[src/rtl/gemm_accum_fifo.sv]
// Multi-lane partial-sum FIFO sitting between the systolic array output row
// and the result write-back path. Each entry holds CH signed lanes. Besides
// plain push/pop it supports recirculating accumulation: the head is popped,
// added lane-wise to the incoming row and the sum is pushed to the tail.
// After reset/flush a programmable number of rd_en pulses are swallowed
// before pops take effect (read-priming window).
module gemm_accum_fifo #(
    parameter int CH       = 4,
    parameter int DEPTH    = 8,
    parameter int DWIDTH   = 16,
    parameter int PRIME    = 1,
    parameter int AF_LEVEL = DEPTH - 1,
    parameter int SAT      = 0
) (
    input  logic                      clk,
    input  logic                      rst,
    input  logic                      flush,
    input  logic                      wr_en,
    input  logic                      acc_en,
    input  logic [CH*DWIDTH-1:0]      din,
    input  logic                      rd_en,
    output logic [CH*DWIDTH-1:0]      dout,
    output logic                      dout_valid,
    output logic                      empty,
    output logic                      full,
    output logic                      almost_full,
    output logic [$clog2(DEPTH):0]    count,
    output logic                      ovf,
    output logic                      udf
);

    localparam int AW = $clog2(DEPTH);
    localparam int PW = (PRIME < 2) ? 1 : $clog2(PRIME + 1);
    localparam logic [AW:0] FULL_CNT = (AW+1)'(DEPTH);
    localparam logic [AW:0] AF_CNT   = (AW+1)'(AF_LEVEL);
    localparam logic [PW-1:0] PRIME_CNT = PW'(PRIME);

    typedef enum logic {PRIMING, RUN} prime_state_t;

    logic [CH*DWIDTH-1:0] mem [DEPTH];
    logic [AW:0]          wptr;
    logic [AW:0]          rptr;
    prime_state_t         state;
    prime_state_t         state_nx;
    logic [PW-1:0]        prime_cnt;
    logic [PW-1:0]        prime_cnt_nx;

    logic [CH*DWIDTH-1:0] head;
    logic [CH*DWIDTH-1:0] acc_row;
    logic [CH*DWIDTH-1:0] wr_data;
    logic                 acc_req;
    logic                 do_push;
    logic                 do_pop;
    logic                 do_acc;
    logic                 do_write;
    logic                 prime_tick;
    logic                 ovf_set;
    logic                 udf_set;

    // Clamp a (DWIDTH+1)-bit sum to DWIDTH bits; saturate only when enabled.
    function automatic logic signed [DWIDTH-1:0] sat_trunc(input logic signed [DWIDTH:0] s);
        logic signed [DWIDTH-1:0] r;
        r = s[DWIDTH-1:0];
        if (SAT != 0 && (s[DWIDTH] != s[DWIDTH-1])) begin
            r = s[DWIDTH] ? {1'b1, {(DWIDTH-1){1'b0}}} : {1'b0, {(DWIDTH-1){1'b1}}};
        end
        return r;
    endfunction

    // One-bit-wider signed lane add, then saturate or wrap.
    function automatic logic signed [DWIDTH-1:0] lane_add(input logic signed [DWIDTH-1:0] a,
                                                          input logic signed [DWIDTH-1:0] b);
        logic signed [DWIDTH:0] s;
        s = (DWIDTH+1)'(a) + (DWIDTH+1)'(b);
        return sat_trunc(s);
    endfunction

    // Status derived purely from the registered pointers.
    always_comb begin
        count       = wptr - rptr;
        empty       = (count == '0);
        full        = (count == FULL_CNT);
        almost_full = (count >= AF_CNT);
        head        = mem[rptr[AW-1:0]];
        dout        = empty ? '0 : head;
        dout_valid  = !empty && (state == RUN);
    end

    // Lane-wise head + din for the recirculating accumulate path.
    always_comb begin
        acc_row = '0;
        for (int i = 0; i < CH; i++) begin
            acc_row[i*DWIDTH +: DWIDTH] = lane_add(head[i*DWIDTH +: DWIDTH], din[i*DWIDTH +: DWIDTH]);
        end
    end

    // Decode the effective operations from pre-edge state. An accumulate
    // request hides rd_en completely, including from the priming counter.
    always_comb begin
        acc_req    = wr_en && acc_en;
        do_push    = wr_en && !acc_en && !full;
        do_acc     = acc_req && !empty;
        do_pop     = rd_en && !acc_req && (state == RUN) && !empty;
        do_write   = do_push || do_acc;
        wr_data    = acc_en ? acc_row : din;
        prime_tick = rd_en && !acc_req && (state == PRIMING);
        ovf_set    = wr_en && !acc_en && full;
        udf_set    = (acc_req && empty) || (rd_en && !acc_req && (state == RUN) && empty);
    end

    // Priming FSM next-state: count swallowed reads until PRIME is reached.
    always_comb begin
        state_nx     = state;
        prime_cnt_nx = prime_cnt;
        if (state == PRIMING && prime_tick) begin
            prime_cnt_nx = prime_cnt + 1'b1;
            if (prime_cnt + 1'b1 == PRIME_CNT) begin
                state_nx = RUN;
            end
        end
    end

    // Priming FSM state register; reset and flush both restart the window.
    always_ff @(posedge clk) begin
        if (rst || flush) begin
            state     <= (PRIME == 0) ? RUN : PRIMING;
            prime_cnt <= '0;
        end else begin
            state     <= state_nx;
            prime_cnt <= prime_cnt_nx;
        end
    end

    // Pointers and sticky error flags.
    always_ff @(posedge clk) begin
        if (rst || flush) begin
            wptr <= '0;
            rptr <= '0;
            ovf  <= 1'b0;
            udf  <= 1'b0;
        end else begin
            if (do_write) begin
                wptr <= wptr + 1'b1;
            end
            if (do_pop || do_acc) begin
                rptr <= rptr + 1'b1;
            end
            ovf <= ovf || ovf_set;
            udf <= udf || udf_set;
        end
    end

    // Entry storage: cleared on reset only, flush leaves contents in place.
    always_ff @(posedge clk) begin
        if (rst) begin
            for (int i = 0; i < DEPTH; i++) begin
                mem[i] <= '0;
            end
        end else if (!flush && do_write) begin
            mem[wptr[AW-1:0]] <= wr_data;
        end
    end

endmodule

[config.mk]
export PLATFORM = sky130hd
export DESIGN_NAME = gemm_accum_fifo
export DESIGN_NICKNAME = d
export VERILOG_FILES = /design/src/rtl/gemm_accum_fifo.sv
export SDC_FILE = /design/constraint.sdc
export NUM_CORES = 1
export LEC_CHECK = 0
export ABC_AREA = 0
export ABC_CLOCK_PERIOD_IN_PS = 3950
export CAP_MARGIN = 30
export CELL_PAD_IN_SITES_DETAIL_PLACEMENT = 1
export CELL_PAD_IN_SITES_GLOBAL_PLACEMENT = 1
export CORE_ASPECT_RATIO = 0.6
export CORE_MARGIN = 2
export CORE_UTILIZATION = 45
export DETAILED_ROUTE_END_ITERATION = 7
export GPL_TIMING_DRIVEN = 1
export PLACE_DENSITY_LB_ADDON = 0.1
export SLEW_MARGIN = 5
export SYNTH_ARGS = -nofsm -noshare
export SYNTH_HDL_FRONTEND = slang
export SYNTH_SLANG_ARGS = --single-unit
export TNS_END_PERCENT = 10
[constraint.sdc]
create_clock -name clk -period 3.95 [get_ports clk]
set_input_delay 0.395 -clock clk [delete_from_list [all_inputs] [get_ports clk]]
set_output_delay 0.395 -clock clk [all_outputs]
set_load 0.02 [all_outputs]
==> flow_summary.json <==
{
  "status": "finished clean",
  "synth_area_leaders": "edfxtp_1, mux4_2, nor2_1, ha_1, mux2_2",
  "fillCellCount": 5692,
  "drc": 0,
  "grt-ovfl-total": 0,
  "drt-pass1-iter-count": 5,
  "syn_avg_cell_area_um2": 13.11,
  "powerDensity_mw_per_mm2": 415.3,
  "crit_family": "buffers and inverters",
  "wl_um": 82100,
  "required_ps": 3560,
  "worstSetupEndpoint": "dout[1]",
  "rsz0062_at_grt": "yes",
  "portBuffers": 143,
  "r2r_cells": 14,
  "pwr-share-clk_pct": 36.1,
  "cts.sink_count": 527,
  "fmaxAchievable_mhz": 258.3,
  "grt_pass1_wl_um": 122400,
  "r2r_slack_ps": 90,
  "fin_crit_sh_pct": 98.02,
  "fin_nets": 2381,
  "critPathMaxFanout": 15,
  "clk_pin_slew_ps": 70,
  "cpMaxStageDelayCell": "clkdlybuf4s50_1",
  "seq_power_share_pct": 48.5,
  "std_cell_rows": 68,
  "path_depth": 10,
  "yosys_warnings": 0,
  "synth_common_cells": "nor2_1, edfxtp_1, mux4_2",
  "synth_edf_count": 512,
  "hold_path.class": "flip-flop to flip-flop",
  "track_usage_pct": 26.88,
  "finalHoldViolations": 0,
  "design_area_mm2": 0.03170,
  "grt_max_degree": 65,
  "root_buffer": "clkbuf_16",
  "core_area_mm2": 0.05794,
  "p_switching_mw": 3.445,
  "tns_ps": 0,
  "vias": 18102,
  "async_reset_ff_share_pct": 0,
  "clockBufferDepth": 3,
  "syn_to_final_growth_pct": 19.23,
  "crit_type": "flip-flop to primary output",
  "drive_above_1_share_pct": 20.10,
  "end_kind": "primary output",
  "cts_tree": "built",
  "ios": 144,
  "antenna_found_initial": 0,
  "die-area_mm2": 0.06111,
  "placed_cell_area_mm2": 0.02989,
  "ant_nets": 0,
  "arrival_ps": 3480,
  "period_needed_ps": 3872,
  "critPathBufInv": 4,
  "fin_cells": 3049,
  "netlist_area_mm2": 0.02659,
  "vdd_drop_max_v": 0.0002996,
  "start_kind": "flip-flop",
  "die_x_um": 317.8,
  "synth-main-ff-cell": "edfxtp_1",
  "numCtsBuffers": 51,
  "place_inst": 2950,
  "p_leak_nw": 11.65,
  "swShare_pct": 26.17,
  "start_util_pct": 45.89,
  "holdBufCountCts": 0,
  "path_cells": "inv_1 > ha_1 > inv_1 > fa_1 > xor2_1 > or3_2 > nor3b_2 > buf_12 > nor2_1 > clkdlybuf4s50_1",
  "die_y_um": 192.3,
  "setup_viol": 0,
  "routabilityCongestion": 0.8147,
  "worst_slew_margin_rel_pct": 46.25,
  "syn_inst": 2028,
  "wl_per_cell_um": 26.93,
  "synth_most_common_cell": "nor2_1",
  "path_common_cell": "inv_1",
  "drv_cap": 0,
  "drt_first_iter_violations": 1441,
  "synth.net_count": 2168,
  "synth.distinct_cells": 68,
  "ys_seq_elements": 527,
  "pwr-share-comb_pct": 15.4,
  "max_stage_delay_ps": 540,
  "tightest_slew_ps": 783.9,
  "ctsHtreeMaxLevel": 2,
  "power.internal_mw": 9.719,
  "fin_skew_ps": 26.00,
  "place_hpwl_um": 50540,
  "synth_top_area_cell": "edfxtp_1",
  "crit_start": "wptr[0]",
  "yosysTopAreaCellShare_pct": 57.83,
  "clock_latency_ps": 590,
  "grt_pass1_vias": 19177,
  "maxSlewViolCount": 0,
  "yosysSeqAreaShare_pct": 58.96,
  "worstReg2RegEnd": "mem[0][46]",
  "via_per_inst": 5.937,
  "diodes": 0
}
worst reg2reg max path: cells and delay by family (launching register included):
| kind | cells | cell delay (ps) |
|---|---|---|
| mux | 3 | 1040 |
| buf+inv | 4 | 780 |
| flops | 1 | 460 |
| compound gates | 2 | 410 |
| simple gates | 3 | 410 |
| fa+ha+maj | 1 | 380 |
| xor+xnor | 1 | 130 |
power by group through the flow:
stage	Combinational (mW)	Sequential, mW	Clock [mW]
detailed placement	1.97	6.50	0
floorplan	1.12	6.49	0
global placement	1.92	6.49	0
CTS	1.99	6.39	4.79
global route	2.19	6.40	5.02
finish	2.03	6.38	4.75
flip-flops by register name, summed over array words and instances (netlist names), named ones only:
name / flops
mem: 512
rptr: 4
wptr: 4
ovf: 1
prime_cnt: 1
state: 1
udf: 1
cell type report:
class	instances	area, um^2	share of cell area, %
Tap cell	770	963.4	3.039
Multi-Input combinational cell	1343	10400	32.79
Inverter	28	105.1	0.3315
Timing Repair Buffer	290	3005	9.481
Sequential cell	527	15690	49.49
Clock inverter	23	160.2	0.5052
Clock buffer	68	1383	4.361
placed cells by master, fill, tap and decap left out, types with 13 or more instances in the layout:
cell,synthesis,layout
mux4_2,127,127
edfxtp_1,512,512
a21oi_1,72,70
clkdlybuf4s50_1,0,132
xnor2_1,23,23
buf_4,22,111
nand4_1,13,13
buf_12,0,30
nor2b_1,17,16
nor3_1,16,15
ha_1,65,62
clkbuf_1,53,15
o21a_1,68,68
clkbuf_16,0,54
nor2_1,572,572
a21o_1,21,21
mux2_2,63,63
xor2_1,25,25
mux2i_1,42,41
o21ai_0,37,30
nand2_1,40,40
inv_1,27,26
layer usage:
layer | track usage, % | up-vias | wire length, um
li1 | - | 7940 | -
met1 | 39.27 | 9501 | 37730
met2 | 43.60 | 563 | 38000
met3 | 3.893 | 98 | 5059
met4 | 4.615 | 0 | 1311
met5 | 0 | - | 0
timing repair:
item,CTS,global route
resized for setup,8,43
gates cloned,0,1
setup buffers,0,7
setup endpoints to repair,60,245
pin swaps,0,5
endpoints found under the hold margin,0,0
stage by stage:
| stage | hold WS (ps) | power [mW] | utilization (%) | worst slack, ps |
|---|---|---|---|---|
| detailed placement | 468.2 | 8.473 | 51.59 | -106.2 |
| finish | 487.0 | 13.16 | 54.71 | 78.13 |
| global placement | 459.8 | 8.403 | 51.59 | 16.76 |
| floorplan | 456.0 | 7.613 | - | -312.8 |
| CTS | 485.7 | 13.17 | 54.30 | -11.11 |
| global route | 507.6 | 13.61 | 54.71 | -120.2 |
cells by family after synthesis:
family | share of synthesized area [%]
buffers and inverters | 2.791
adder cells (fa/ha/maj) | 3.435
AND/OR/NAND/NOR | 11.10
flip-flops | 58.96
multiplexers | 15.33
AO/OA/AOI/OAI | 6.725
XOR/XNOR | 1.666
how the worst min path moves through the flow:
stage	start	end	slack, ps	cells after the start
after floorplan	prime_cnt	prime_cnt	460	2
after global placement	udf	udf	460	2
after detailed placement	udf	udf	470	2
after CTS	udf	udf	490	2
after global routing	udf	udf	510	2
final	udf	udf	490	2
No activity file was read; power rests on OpenSTA's default activity.
